===== src/rtl/commit_wide.sv =====
// Multi-slot in-order commit stage: retires up to COMMIT_WIDTH ROB entries per cycle
// and serialises stores and branch mispredict flushes. Optional counters: COMMIT_PERF_CNT_EN.
module commit_wide #(
  parameter int COMMIT_WIDTH = 2,
  parameter int ROB_IDX_W    = 4,
  parameter int FLUSH_CYCLES = 2
) (
  input  logic                                clk,
  input  logic                                rst_n,
  input  logic [COMMIT_WIDTH-1:0]             slot_ready,
  input  logic [2*COMMIT_WIDTH-1:0]           slot_type,
  input  logic [32*COMMIT_WIDTH-1:0]          slot_value,
  input  logic [32*COMMIT_WIDTH-1:0]          slot_dest,
  input  logic [ROB_IDX_W*COMMIT_WIDTH-1:0]   slot_rob,
  input  logic [COMMIT_WIDTH-1:0]             slot_pred,
  input  logic [COMMIT_WIDTH-1:0]             slot_result,
  input  logic                                store_done,
  output logic [COMMIT_WIDTH-1:0]             reg_we,
  output logic [5*COMMIT_WIDTH-1:0]           reg_rd,
  output logic [32*COMMIT_WIDTH-1:0]          reg_wdata,
  output logic [ROB_IDX_W*COMMIT_WIDTH-1:0]   commit_rob,
  output logic [$clog2(COMMIT_WIDTH+1)-1:0]   rob_deq_cnt,
  output logic                                store_req,
  output logic                                bp_valid,
  output logic [31:0]                         bp_pc,
  output logic [31:0]                         bp_imm,
  output logic                                bp_pred,
  output logic                                bp_taken,
  output logic                                flush,
  output logic [31:0]                         redirect_pc,
  output logic [31:0]                         retired_cnt,
  output logic [31:0]                         mispred_cnt,
  output logic [1:0]                          dbg_state
);

  localparam int CNT_W  = $clog2(COMMIT_WIDTH + 1);
  localparam int FCNT_W = $clog2(FLUSH_CYCLES + 1);

  typedef enum logic [1:0] {RUN = 2'd0, STORE_WAIT = 2'd1, FLUSH = 2'd2} state_t;

  state_t            state_q;
  logic              flush_q;
  logic [31:0]       redirect_pc_q;
  logic [FCNT_W-1:0] flush_cnt_q;
  logic              mispred;
  logic              store_enter;
  logic              stop;

  // Handshake: store_req is held high from the store reaching slot 0 until the cycle
  // store_done is sampled high in STORE_WAIT; that cycle retires the store.
  always_comb begin
    reg_we      = '0;
    reg_rd      = '0;
    reg_wdata   = '0;
    commit_rob  = '0;
    rob_deq_cnt = '0;
    store_req   = 1'b0;
    bp_valid    = 1'b0;
    bp_pc       = '0;
    bp_imm      = '0;
    bp_pred     = 1'b0;
    bp_taken    = 1'b0;
    mispred     = 1'b0;
    store_enter = 1'b0;
    stop        = 1'b0;
    if (rst_n) begin
      case (state_q)
        RUN: begin
          for (int i = 0; i < COMMIT_WIDTH; i++) begin
            if (!stop) begin
              if (!slot_ready[i]) begin
                stop = 1'b1;
              end else if (slot_type[2*i +: 2] == 2'b00) begin
                // A branch ends the retire group so at most one updates the predictor.
                commit_rob[i*ROB_IDX_W +: ROB_IDX_W] = slot_rob[i*ROB_IDX_W +: ROB_IDX_W];
                rob_deq_cnt = CNT_W'(i + 1);
                bp_valid    = 1'b1;
                bp_pc       = slot_dest[i*32 +: 32];
                bp_imm      = slot_value[i*32 +: 32];
                bp_pred     = slot_pred[i];
                bp_taken    = slot_result[i];
                mispred     = slot_pred[i] != slot_result[i];
                stop        = 1'b1;
              end else if (slot_type[2*i +: 2] == 2'b01) begin
                if (i == 0) begin
                  store_req   = 1'b1;
                  store_enter = 1'b1;
                end
                stop = 1'b1;
              end else begin
                commit_rob[i*ROB_IDX_W +: ROB_IDX_W] = slot_rob[i*ROB_IDX_W +: ROB_IDX_W];
                rob_deq_cnt        = CNT_W'(i + 1);
                reg_we[i]          = |slot_dest[i*32 +: 5];
                reg_rd[i*5 +: 5]   = slot_dest[i*32 +: 5];
                reg_wdata[i*32 +: 32] = slot_value[i*32 +: 32];
              end
            end
          end
        end
        STORE_WAIT: begin
          store_req = 1'b1;
          if (store_done) begin
            commit_rob[ROB_IDX_W-1:0] = slot_rob[ROB_IDX_W-1:0];
            rob_deq_cnt = CNT_W'(1);
          end
        end
        default: ;
      endcase
    end
  end

  always_ff @(posedge clk or negedge rst_n) begin
    if (!rst_n) begin
      state_q       <= RUN;
      flush_q       <= 1'b0;
      redirect_pc_q <= '0;
      flush_cnt_q   <= '0;
    end else begin
      case (state_q)
        RUN: begin
          if (mispred) begin
            state_q       <= FLUSH;
            flush_q       <= 1'b1;
            redirect_pc_q <= bp_taken ? (bp_pc + bp_imm) : (bp_pc + 32'd4);
            flush_cnt_q   <= FCNT_W'(FLUSH_CYCLES - 1);
          end else if (store_enter) begin
            state_q <= STORE_WAIT;
          end
        end
        STORE_WAIT: if (store_done) state_q <= RUN;
        FLUSH: begin
          if (flush_cnt_q == '0) begin
            state_q <= RUN;
            flush_q <= 1'b0;
          end else begin
            flush_cnt_q <= flush_cnt_q - 1'b1;
          end
        end
        default: state_q <= RUN;
      endcase
    end
  end

  assign flush       = flush_q;
  assign redirect_pc = redirect_pc_q;
  assign dbg_state   = state_q;

`ifdef COMMIT_PERF_CNT_EN
  logic [31:0] retired_q, retired_d;
  logic [31:0] mispred_q, mispred_d;

  assign retired_d = retired_q + 32'(rob_deq_cnt);
  assign mispred_d = mispred_q + {31'd0, mispred};

  always_ff @(posedge clk or negedge rst_n) begin
    if (!rst_n) begin
      retired_q <= '0;
      mispred_q <= '0;
    end else begin
      retired_q <= retired_d;
      mispred_q <= mispred_d;
    end
  end

  assign retired_cnt = retired_q;
  assign mispred_cnt = mispred_q;
`else
  assign retired_cnt = '0;
  assign mispred_cnt = '0;
`endif

endmodule

===== config.mk =====
export PLATFORM = sky130hd
export DESIGN_NAME = commit_wide
export DESIGN_NICKNAME = d
export VERILOG_FILES = /design/src/rtl/commit_wide.sv
export SDC_FILE = /design/constraint.sdc
export NUM_CORES = 1
export LEC_CHECK = 0
export CAP_MARGIN = 20
export CELL_PAD_IN_SITES_DETAIL_PLACEMENT = 0
export CELL_PAD_IN_SITES_GLOBAL_PLACEMENT = 1
export CORE_ASPECT_RATIO = 1.25
export CORE_UTILIZATION = 23
export DETAILED_ROUTE_END_ITERATION = 8
export PLACE_DENSITY = 0.77
export SYNTH_ARGS = -nofsm -noshare
export SYNTH_HDL_FRONTEND = slang
export SYNTH_SLANG_ARGS = --single-unit

===== constraint.sdc =====
create_clock -name clk -period 4.1 [get_ports clk]
set_input_delay 0.41 -clock clk [delete_from_list [all_inputs] [get_ports clk]]
set_output_delay 0.41 -clock clk [all_outputs]
set_load 0.005 [all_outputs]

==> flow_summary.ini <==
[outcome]
status = finished clean

[synthesis]
ys_types = 83
ys_ff_latch = 37
syn_inst = 945
synth.most_common_cell = nand2_1
yosys.area.top_type = dfrtp_1
yosysWarningCount = 0
ys_seq_area_share_pct = 13.9
synth.top_cell.area_share_pct = 13.9
yosys-top-cells-area = dfrtp_1, and2_1, buf_4
synthTopCellsByCount = nand2_1, and2_1, nor2_1, a21oi_1, buf_4
async_reset_ff_share_pct = 100
synth-main-ff-cell = dfrtp_1
syn_avg_cell_area_um2 = 7.03
netlist_area_um2 = 6650
synth_edf_count = 0

[sta]
maxSlewHeadroom_pct = 49.6
fmax_mhz = 251
hold_viol_final = 0
setup_viol = 0
worst_pin_slew_ns = 0.754
skew_ns = 0.00572
rsz0062_at_grt = true
hold_slack_ns = 0.281
drv_slew = 0
fin_crit_ns = 3.99
setup_ws_ns = 0.108
period_share_pct = 97.4

[clock_tree]
cts_tree = done
clock_latency_ns = 0.30
postCtsHoldBufs = 0
h-tree-depth = 2
path_clk_slew_ns = 0.06
clock_sink_count = 37
cts_buffer_depth = 2
root_buffer = clkbuf_16
numCtsBuffers = 5

[finish]
layout-drive-gt1-share_pct = 20.4
syn_to_final_growth_pct = 82.0
nNetsFinal = 1640
post-route-util_pct = 42.6
antenna_cells = 0

[grt]
antenna_found_initial = 1
grt_max_degree = 42
grt_pass1_wl_mm = 55.2
grt_pass1_vias = 9013
grt.total_usage_pct = 24.9
grt-ovfl-total = 0

[floorplan]
die_w_um = 154
dieArea_um2 = 29600
die_h_um = 192
start_util_pct = 23.4
boundaryPins = 402
core_um2 = 28400
fp-row-count = 69

[critical_path]
ff2ff_path_depth = 13
crit_required_ns = 4.25
crit_type = input pin to flop
crit_path_end_kind = flop
path_max_fanout = 11
worst_ep_arrival_time_ns = 4.15
crit_path_start_kind = input pin

[power_and_ir_drop]
leakagePower_nw = 5.18
p_per_area_nw_per_um2 = 146
finalPower_mw = 1.77
ir_drop_mv = 0.141

[routing]
vias_per_cell = 5.00
drc = 0
totalWireLength_mm = 37.4
drt_iter0_markers = 547
drt_pass1_iterations = 5
post_drt_wl_per_cell_um = 20.6
dr_total_vias = 9093
ant_nets = 0

[placed_design]
numPortBuffers = 337
place_ws_ns = -0.388
globalplace.congestion = 0.948
dpl.hpwl_mm = 31.5

[worst_hold_path]
hp-class = input pin to asynchronous set/reset pin

[job]
cap_viol_max_count = 0
==> kinds of logic (layout without fill, tap and decap cells) <==
group	Yosys count	after routing	synth area share, %
flip-flops	37	37	13.9
AND/OR/NAND/NOR	412	412	32.0
XOR/XNOR	51	51	6.72
AO/OA/AOI/OAI	264	264	27.6
buffers and inverters	139	594	12.3
adder cells (fa/ha/maj)	31	31	5.89
multiplexers	10	10	1.54
other	1	64	0.0564
==> sequential cells by signal, indices dropped and copies added (netlist names) <==
signal,count
flush_cnt_q,2
redirect_pc,32
flush,1
dbg_state,2
==> path summary, 6_finish.rpt <==
kind	endpoint	from	slack, ns
worst min-delay path	redirect_pc[3]$_DFFE_PN0P_	rst_n	0.28
worst max-delay path	redirect_pc[25]$_DFFE_PN0P_	slot_type[2]	0.11
worst min register to register	redirect_pc[7]$_DFFE_PN0P_	redirect_pc[7]$_DFFE_PN0P_	0.48
max in group asynchronous	redirect_pc[23]$_DFFE_PN0P_	rst_n	3.41
min in group clk	redirect_pc[7]$_DFFE_PN0P_	redirect_pc[7]$_DFFE_PN0P_	0.48
worst max register to register	redirect_pc[31]$_DFFE_PN0P_	dbg_state[1]$_DFFE_PN0P_	0.39
==> layer usage <==
metal	routed length (um)	global-route usage (%)	part of all wire [%]	up-vias
met2	19200	46.9	51	405
met3	2020	3.61	5.4	47
met1	15100	28.8	40	4349
li1	-	-	-	4290
met5	13	0	0.035	-
met4	1060	7.81	2.8	2
==> critical path, stage by stage <==
cell	delay (ns)
clkdlybuf4s50_1	0.44
or2_4	0.28
nor2_4	0.22
buf_12	0.17
mux2i_1	0.18
nand2b_1	0.14
inv_1	0.06
ha_1	0.26
a21oi_1	0.18
nor2_1	0.08
and3_1	0.19
o2111ai_1	0.23
nand3_2	0.19
a311o_1	0.37
nor3_2	0.24
buf_4	0.16
o31ai_1	0.07
xnor2_1	0.15
o221ai_1	0.12
==> where the power goes <==
part | internal (mW) | switching (mW)
logic | 0.464 | 0.406
clock network | 0.258 | 0.178
registers | 0.419 | 0.0404
==> repair_timing <==
action | 4_1_cts | 5_1_grt
setup buffers | 2 | 1
pin swaps | 0 | 12
gates resized for setup | 2 | 26
setup endpoints to repair | 4 | 17
gates cloned | 0 | 0
==> layout by cell type (no fill, tap or decap), drive strengths merged, types with 4 or more instances in the layout <==
master	synthesis	layout
o221ai	5	5
a21oi	79	79
a211o	4	4
and3	6	6
clkdlybuf4s50	0	333
a21o	16	16
xnor2	31	31
clkbuf	35	7
buf	84	230
o22ai	5	5
ha	28	28
nand4	13	13
nor2b	5	5
a32oi	17	17
o211ai	4	4
o21ai	46	46
xor2	20	20
a211oi	10	10
dfrtp	37	37
nand3	33	33
inv	20	20
nor2	84	84
nand2b	8	8
nor3	27	27
nor4	7	7
conb	1	64
or2	4	4
and2	88	88
o21bai	5	5
a22oi	18	18
a31oi	13	13
nand2	118	118
or3	5	5
o21a	8	8
mux2i	8	8
==> final cells by class <==
cell class	instances	area, um2
flip-flops and latches	37	926
clock inverters	1	5.00
repair buffers	566	5200
fillers	2910	16300
inverters	20	75.1
clock buffers	7	153
multi-input cells	832	5290
well taps	355	444
==> metrics by stage <==
step,setup TNS [ns],cell area (um2),std cells
6_report,0,12100,1818
5_1_grt,-0.00839,12100,1818
4_1_cts,0,12000,1817
3_5_place_dp,-3.63,11800,1807
3_3_place_gp,-2.33,11800,1807
2_1_floorplan,-0.00726,6990,1008
Note: power is estimated with default switching activity, not from simulation.
